### src/rtl/event_report_pkg.sv
// Shared definitions for the event report scheduler: FSM states, source IDs
// and the I2C slave register map.
package event_report_pkg;

  typedef enum logic [2:0] {
    ST_IDLE     = 3'd0,
    ST_SETUP    = 3'd1,
    ST_STROBE   = 3'd2,
    ST_WAIT_ACK = 3'd3,
    ST_DONE     = 3'd4
  } state_t;

  typedef enum logic [1:0] {
    SRC_NONE  = 2'd0,
    SRC_SHOUT = 2'd1,
    SRC_GLASS = 2'd2,
    SRC_BF    = 2'd3
  } src_t;

  localparam logic [2:0] ADDR_SHOUT = 3'd1;
  localparam logic [2:0] ADDR_GLASS = 3'd2;
  localparam logic [2:0] ADDR_BF    = 3'd3;

  localparam int CNT_W = 8;

  // Register address owned by each reporting source.
  function automatic logic [2:0] src_addr(input src_t src);
    case (src)
      SRC_SHOUT: return ADDR_SHOUT;
      SRC_GLASS: return ADDR_GLASS;
      SRC_BF:    return ADDR_BF;
      default:   return 3'd0;
    endcase
  endfunction

endpackage

### src/rtl/event_report_scheduler_if.sv
// Register-write bus between the scheduler and the I2C slave register file.
interface event_report_scheduler_if;

  logic       i2c_intr_l;
  logic       i2c_cs_l;
  logic       i2c_rw_l;
  logic [2:0] i2c_addr;
  logic [7:0] i2c_data;

  modport master (
    input  i2c_intr_l,
    output i2c_cs_l,
    output i2c_rw_l,
    output i2c_addr,
    output i2c_data
  );

  modport slave (
    output i2c_intr_l,
    input  i2c_cs_l,
    input  i2c_rw_l,
    input  i2c_addr,
    input  i2c_data
  );

endinterface

### src/rtl/event_source_latch.sv
// Per-source event latch: rising-edge detect on a classifier level, a pending
// flag for the scheduler, and a saturating count of edges since last report.
module event_source_latch
  import event_report_pkg::*;
(
  input  logic             clk,
  input  logic             reset,
  input  logic             evt,
  input  logic             clr,
  output logic             pending,
  output logic [CNT_W-1:0] count
);

  logic evt_prev;
  logic rise;

  function automatic logic [CNT_W-1:0] sat_inc(input logic [CNT_W-1:0] v);
    return (&v) ? v : v + 1'b1;
  endfunction

  assign rise = evt & ~evt_prev;

  // Edge register, pending flag and counter; an edge coinciding with the
  // grant that clears this source starts a fresh count of one.
  always_ff @(posedge clk) begin
    if (reset) begin
      evt_prev <= 1'b0;
      pending  <= 1'b0;
      count    <= '0;
    end else begin
      evt_prev <= evt;
      if (rise) begin
        pending <= 1'b1;
        count   <= clr ? CNT_W'(1) : sat_inc(count);
      end else if (clr) begin
        pending <= 1'b0;
        count   <= '0;
      end
    end
  end

endmodule

### src/rtl/event_report_scheduler.sv
// Collects glass/shout classifier events and beamforming results and reports
// them one at a time as register writes to the I2C slave.
module event_report_scheduler
  import event_report_pkg::*;
#(
  parameter int HOLD_CYCLES = 4,
  parameter int ACK_TIMEOUT = 1023
) (
  input  logic                            clk,
  input  logic                            reset,
  input  logic                            glass,
  input  logic                            shout,
  input  logic                            bf_valid,
  input  logic [7:0]                      led_pattern,
  event_report_scheduler_if.master        i2c,
  output logic                            busy,
  output logic                            err_timeout
);

  localparam int TMR_MAX = (ACK_TIMEOUT > HOLD_CYCLES) ? ACK_TIMEOUT : HOLD_CYCLES;
  localparam int TMR_W   = $clog2(TMR_MAX + 1);
  localparam logic [TMR_W-1:0] HOLD_LAST = TMR_W'(HOLD_CYCLES - 1);
  localparam logic [TMR_W-1:0] ACK_LAST  = TMR_W'(ACK_TIMEOUT - 1);

  state_t           state;
  state_t           state_next;
  logic [TMR_W-1:0] timer;
  src_t             grant_src;
  logic             ack_timeout;

  logic             shout_pend;
  logic             glass_pend;
  logic [CNT_W-1:0] shout_cnt;
  logic [CNT_W-1:0] glass_cnt;
  logic             pend_bf;
  logic [7:0]       bf_pat;
  logic [7:0]       grant_data;

  logic [2:0]       addr_q;
  logic [7:0]       data_q;

  event_source_latch u_shout (
    .clk     (clk),
    .reset   (reset),
    .evt     (shout),
    .clr     (grant_src == SRC_SHOUT),
    .pending (shout_pend),
    .count   (shout_cnt)
  );

  event_source_latch u_glass (
    .clk     (clk),
    .reset   (reset),
    .evt     (glass),
    .clr     (grant_src == SRC_GLASS),
    .pending (glass_pend),
    .count   (glass_cnt)
  );

  // Beamforming capture: latest pattern wins until the source is granted.
  always_ff @(posedge clk) begin
    if (reset) begin
      pend_bf <= 1'b0;
      bf_pat  <= '0;
    end else if (bf_valid) begin
      pend_bf <= 1'b1;
      bf_pat  <= led_pattern;
    end else if (grant_src == SRC_BF) begin
      pend_bf <= 1'b0;
    end
  end

  // State register and phase timer; the timer restarts on every state change.
  always_ff @(posedge clk) begin
    if (reset) begin
      state <= ST_IDLE;
      timer <= '0;
    end else begin
      state <= state_next;
      if (state_next != state || state == ST_IDLE) timer <= '0;
      else                                        timer <= timer + 1'b1;
    end
  end

  // Next-state logic with fixed-priority grant shout > glass > bf.
  always_comb begin
    state_next  = state;
    grant_src   = SRC_NONE;
    ack_timeout = 1'b0;
    case (state)
      ST_IDLE: begin
        if (shout_pend) begin
          grant_src  = SRC_SHOUT;
          state_next = ST_SETUP;
        end else if (glass_pend) begin
          grant_src  = SRC_GLASS;
          state_next = ST_SETUP;
        end else if (pend_bf) begin
          grant_src  = SRC_BF;
          state_next = ST_SETUP;
        end
      end
      ST_SETUP:  state_next = ST_STROBE;
      ST_STROBE: if (timer == HOLD_LAST) state_next = ST_WAIT_ACK;
      ST_WAIT_ACK: begin
        if (!i2c.i2c_intr_l) begin
          state_next = ST_DONE;
        end else if (timer == ACK_LAST) begin
          state_next  = ST_DONE;
          ack_timeout = 1'b1;
        end
      end
      ST_DONE:   state_next = ST_IDLE;
      default:   state_next = ST_IDLE;
    endcase
  end

  // Payload of the granted source.
  always_comb begin
    grant_data = '0;
    case (grant_src)
      SRC_SHOUT: grant_data = shout_cnt;
      SRC_GLASS: grant_data = glass_cnt;
      SRC_BF:    grant_data = bf_pat;
      default:   grant_data = '0;
    endcase
  end

  // Address/data latched at grant and held stable for the whole transfer.
  always_ff @(posedge clk) begin
    if (reset) begin
      addr_q <= '0;
      data_q <= '0;
    end else if (grant_src != SRC_NONE) begin
      addr_q <= src_addr(grant_src);
      data_q <= grant_data;
    end
  end

  // Sticky acknowledge-timeout flag, cleared only by reset.
  always_ff @(posedge clk) begin
    if (reset)            err_timeout <= 1'b0;
    else if (ack_timeout) err_timeout <= 1'b1;
  end

  assign i2c.i2c_cs_l = (state != ST_STROBE);
  assign i2c.i2c_rw_l = (state != ST_STROBE);
  assign i2c.i2c_addr = addr_q;
  assign i2c.i2c_data = data_q;
  assign busy         = (state != ST_IDLE);

endmodule

### src/flat_wrapper.sv
// flat-port wrapper written by rule: the top's interface ports become plain ports
module event_report_scheduler_flat import event_report_pkg::*;
#(
  parameter int HOLD_CYCLES = 4,
  parameter int ACK_TIMEOUT = 1023
)
  (clk, reset, glass, shout, bf_valid, led_pattern, busy, err_timeout, i2c_i2c_intr_l, i2c_i2c_cs_l, i2c_i2c_rw_l, i2c_i2c_addr, i2c_i2c_data);
  event_report_scheduler_if i2c_i ();
  input  logic clk;
  input  logic reset;
  input  logic glass;
  input  logic shout;
  input  logic bf_valid;
  input  logic [7:0] led_pattern;
  output logic busy;
  output logic err_timeout;
  input wire logic [$bits(i2c_i.i2c_intr_l)-1:0] i2c_i2c_intr_l;
  output wire logic [$bits(i2c_i.i2c_cs_l)-1:0] i2c_i2c_cs_l;
  output wire logic [$bits(i2c_i.i2c_rw_l)-1:0] i2c_i2c_rw_l;
  output wire logic [$bits(i2c_i.i2c_addr)-1:0] i2c_i2c_addr;
  output wire logic [$bits(i2c_i.i2c_data)-1:0] i2c_i2c_data;
  assign i2c_i.i2c_intr_l = i2c_i2c_intr_l;
  assign i2c_i2c_cs_l = i2c_i.i2c_cs_l;
  assign i2c_i2c_rw_l = i2c_i.i2c_rw_l;
  assign i2c_i2c_addr = i2c_i.i2c_addr;
  assign i2c_i2c_data = i2c_i.i2c_data;
  event_report_scheduler #(.HOLD_CYCLES(HOLD_CYCLES), .ACK_TIMEOUT(ACK_TIMEOUT)) u_core (.clk(clk), .reset(reset), .glass(glass), .shout(shout), .bf_valid(bf_valid), .led_pattern(led_pattern), .i2c(i2c_i), .busy(busy), .err_timeout(err_timeout));
endmodule
### config.mk
export PLATFORM = sky130hd
export DESIGN_NAME = event_report_scheduler_flat
export DESIGN_NICKNAME = d
export VERILOG_FILES = /design/src/rtl/event_report_pkg.sv /design/src/rtl/event_report_scheduler_if.sv /design/src/rtl/event_source_latch.sv /design/src/rtl/event_report_scheduler.sv /design/src/flat_wrapper.sv
export SDC_FILE = /design/constraint.sdc
export NUM_CORES = 1
export LEC_CHECK = 0
export ABC_AREA = 1
export CAP_MARGIN = 20
export CORE_ASPECT_RATIO = 1.5
export CORE_MARGIN = 3
export CORE_UTILIZATION = 40
export DETAILED_ROUTE_END_ITERATION = 6
export GPL_TIMING_DRIVEN = 0
export PLACE_DENSITY_LB_ADDON = 0.2
export SETUP_SLACK_MARGIN = 0.05
export SLEW_MARGIN = 20
export SYNTH_ARGS = -nofsm -noshare
export SYNTH_HDL_FRONTEND = slang
export SYNTH_SLANG_ARGS = --single-unit
### constraint.sdc
create_clock -name clk -period 1.86 [get_ports clk]
set_input_delay 0.372 -clock clk [delete_from_list [all_inputs] [get_ports clk]]
set_output_delay 0.372 -clock clk [all_outputs]
set_load 0.01 [all_outputs]
==> metrics.txt <==
Residual DRC=0; final net count=423; first-pass GRT wire length=9740 um; Max transition margin=66.3%; number of global-route vias before repair=~2200; critical path endpoint category=primary output; I/O pin count=29; RSZ-0062 raised after global routing=no; switching share of power=around 28%; crit path launch type=flip-flop; CP max stage cell=dfxtp_2; DRT iter0 DRCs=59; Critical Path AT=1270 ps; synthesized area=~2600 sq um; CP top delay family=buffers and inverters; # diodes=0; synth warn=0; die area=7540 sq um; final worst setup slack=220 ps; Gate power share=20.6%; Max Cap Viol=0; Num CTS Buffers=5; Net Count, Synth=389; WP data required=1490 ps; CP peak stage delay=350 ps; clk_lat worst skew=300 ps; Unique masters post-synth=32; total gr overflow=0; first drt pass iteration count=4; final setup vio count=0; CTS tree=done; clock power share=33.5%; Post-Syn Instances=371; sequential cell area fraction in the yosys report=40.7%; ranking of synthesized cells by area=dfxtp_1 (41%), nor2_1 (11%), nand2_1 (11%); worst slack at placement=78.4 ps; Avg Inst Size Synth=7.03 sq um; Synth Flop Type=dfxtp_1; port bufs=26; dpl hpwl=4310 um; H-tree Lvls=2; leading area contributor after synthesis=dfxtp_1; Tcrit/Tclk final=88.2%; peak supply drop=0.675 mV; Post-DP Area=2960 sq um; crit-path max FO=3; clk slew on worst S/H paths=100 ps; critical-path cell list=inv_2 > nand3_1 > buf_4 > dlygate4sd2_1; WP buf/inv=3; CTS Buffer Depth=2; Slew Viols, Final=0; number of flops mapped to enable cells by yosys=0; CTS Root Cell=clkbuf_8; Synth Register Bits=53; internal power=1980 uW; Filler cells=644; Routed WL=5640 um; Reg2Reg Setup Slack=230 ps; setup_tns=0 ps; top cell type's share of synthesized area=40.7%; worst-margin pin slew=505 ps; global placement routability congestion=0.841; DRT antenna net count=0; Post-Layout Inst Area=3110 sq um; CP Class=reg2out; Area growth syn-to-layout=19.2%; leakage power=~0.0013 uW; sequential fraction of design power=45.9%; layout cells sized above 1=11.1%; top-count cell post-synth=nor2_1; status=finished, final reports clean; Commonest cells post-synth=nor2_1 (75), nand2_1 (74), dfxtp_1 (53); CORE AREA=6220 sq um; Total GRT Usage=15.9%; wire length per cell=11.7 um; Period minus WS final=~1600 ps; vias=around 2400; antenna violations before repair=0; FFs w/ async S/R, synth=0%; cell row count=35; Final Hold Fails=0; NetSw=755 uW; die width=71.9 um; fin util=50.0%; Post-Route Skew=5.98 ps; clk sinks=53; Die H=105 um; pin count of the biggest net entering global routing=17; Hold Path Class=in2reg; PwrDens=880 nW/um^2; Max Fclk=610 MHz; hold_buf cts=0; initial core utilization=41.9%; DR vias/cell=4.91
==> kinds of logic (layout without fill, tap and decap cells) <==
family | Yosys count | in the layout | synth area share, %
AOI/OAI and AO/OA | 51 | 51 | 10.2
and+or+nand+nor | 200 | 200 | 35.4
other | 1 | 1 | 0.144
DFF | 53 | 53 | 40.7
xor gates and xnor gates | 8 | 8 | 2.69
adders and majority gates | 4 | 4 | 1.92
buffers and inverters | 54 | 89 | 8.92
==> state kept, by name, indices dropped and copies added, names as in the netlist <==
register,count
u_core.i2c.i2c_addr,2
u_core.i2c.i2c_data,8
u_core.u_glass.count,8
u_core.u_shout.pending,1
u_core.u_glass.evt_prev,1
u_core.u_shout.evt_prev,1
u_core.u_shout.count,8
u_core.err_timeout,1
u_core.state,3
u_core.pend_bf,1
u_core.timer,10
u_core.bf_pat,8
u_core.u_glass.pending,1
==> path summary, 6_finish.rpt <==
check	start	end	cells past startpoint
setup / recovery	u_core.state[0]	i2c_i2c_rw_l	4
hold / removal	reset	u_core.u_glass.pending	2
setup reg to reg	u_core.u_shout.count[1]	u_core.u_shout.count[2]	8
hold reg to reg	u_core.i2c.i2c_addr[0]	u_core.i2c.i2c_addr[0]	2
==> layout by cell type, fill, tap and decap left out, types with 4 or more instances in the layout <==
master	n
dfxtp_1	50
nand3_1	26
o21ai_0	22
nor3_1	5
nand2_4	6
nor2_1	74
clkdlybuf4s50_1	23
clkbuf_8	5
nand2_1	74
inv_1	39
nor2_2	5
ha_1	4
xor2_1	6
a21oi_1	23
inv_2	7
==> power groups by stage <==
stage                     clock network [uW]  registers, uW  logic, uW
after global routing                     972           1260        635
after floorplan                            0           1290        368
after CTS                                946           1260        570
after global placement                     0           1280        566
after detailed placement                   0           1280        572
final                                    915           1260        564
==> worst reg2reg max path: stages (launching register included) <==
cell,delay (ps)
dfxtp_1,430
ha_1,200
nand2_1,80
nor2_2,140
nand2_1,120
nand2_2,160
nand2_1,170
a21oi_1,180
nor2_1,60
==> area by class of cell <==
cell class,instances,area (sq um),area share [%]
sequential,53,1060,34.3
tap,74,92.6,2.98
buffer,6,38.8,1.25
clock inverter,3,65.1,2.09
clock buffer,5,68.8,2.21
inverter,48,194,6.24
timing repair buffer,27,268,8.62
multi-input combinational,264,1320,42.4
==> layer usage <==
metal / vias up / track usage [%] / part of all wire [%]
li1: 1226 / - / -
met1: 1079 / 18.6 / 42
met2: 41 / 28.8 / 52
met3: 10 / 2.79 / 3.2
met4: 0 / 4.97 / 2.0
met5: - / 0 / 0
==> repair_timing <==
| action | 4_1_cts | 5_1_grt |
|---|---|---|
| buffers inserted | 1 | 0 |
| endpoints found under the setup margin | 3 | 4 |
| gates resized for setup | 4 | 3 |
| endpoints found under the hold margin | 0 | 0 |
==> through the flow <==
stage               std cells  power, uW  hold slack, ps
finish                    480       2740             350
global route              480       2870             372
CTS                       480       2770             340
detailed placement        471       1850             461
global placement          471       1850             451
floorplan                 371       1650             439
(Power assumes the default switching activity.)
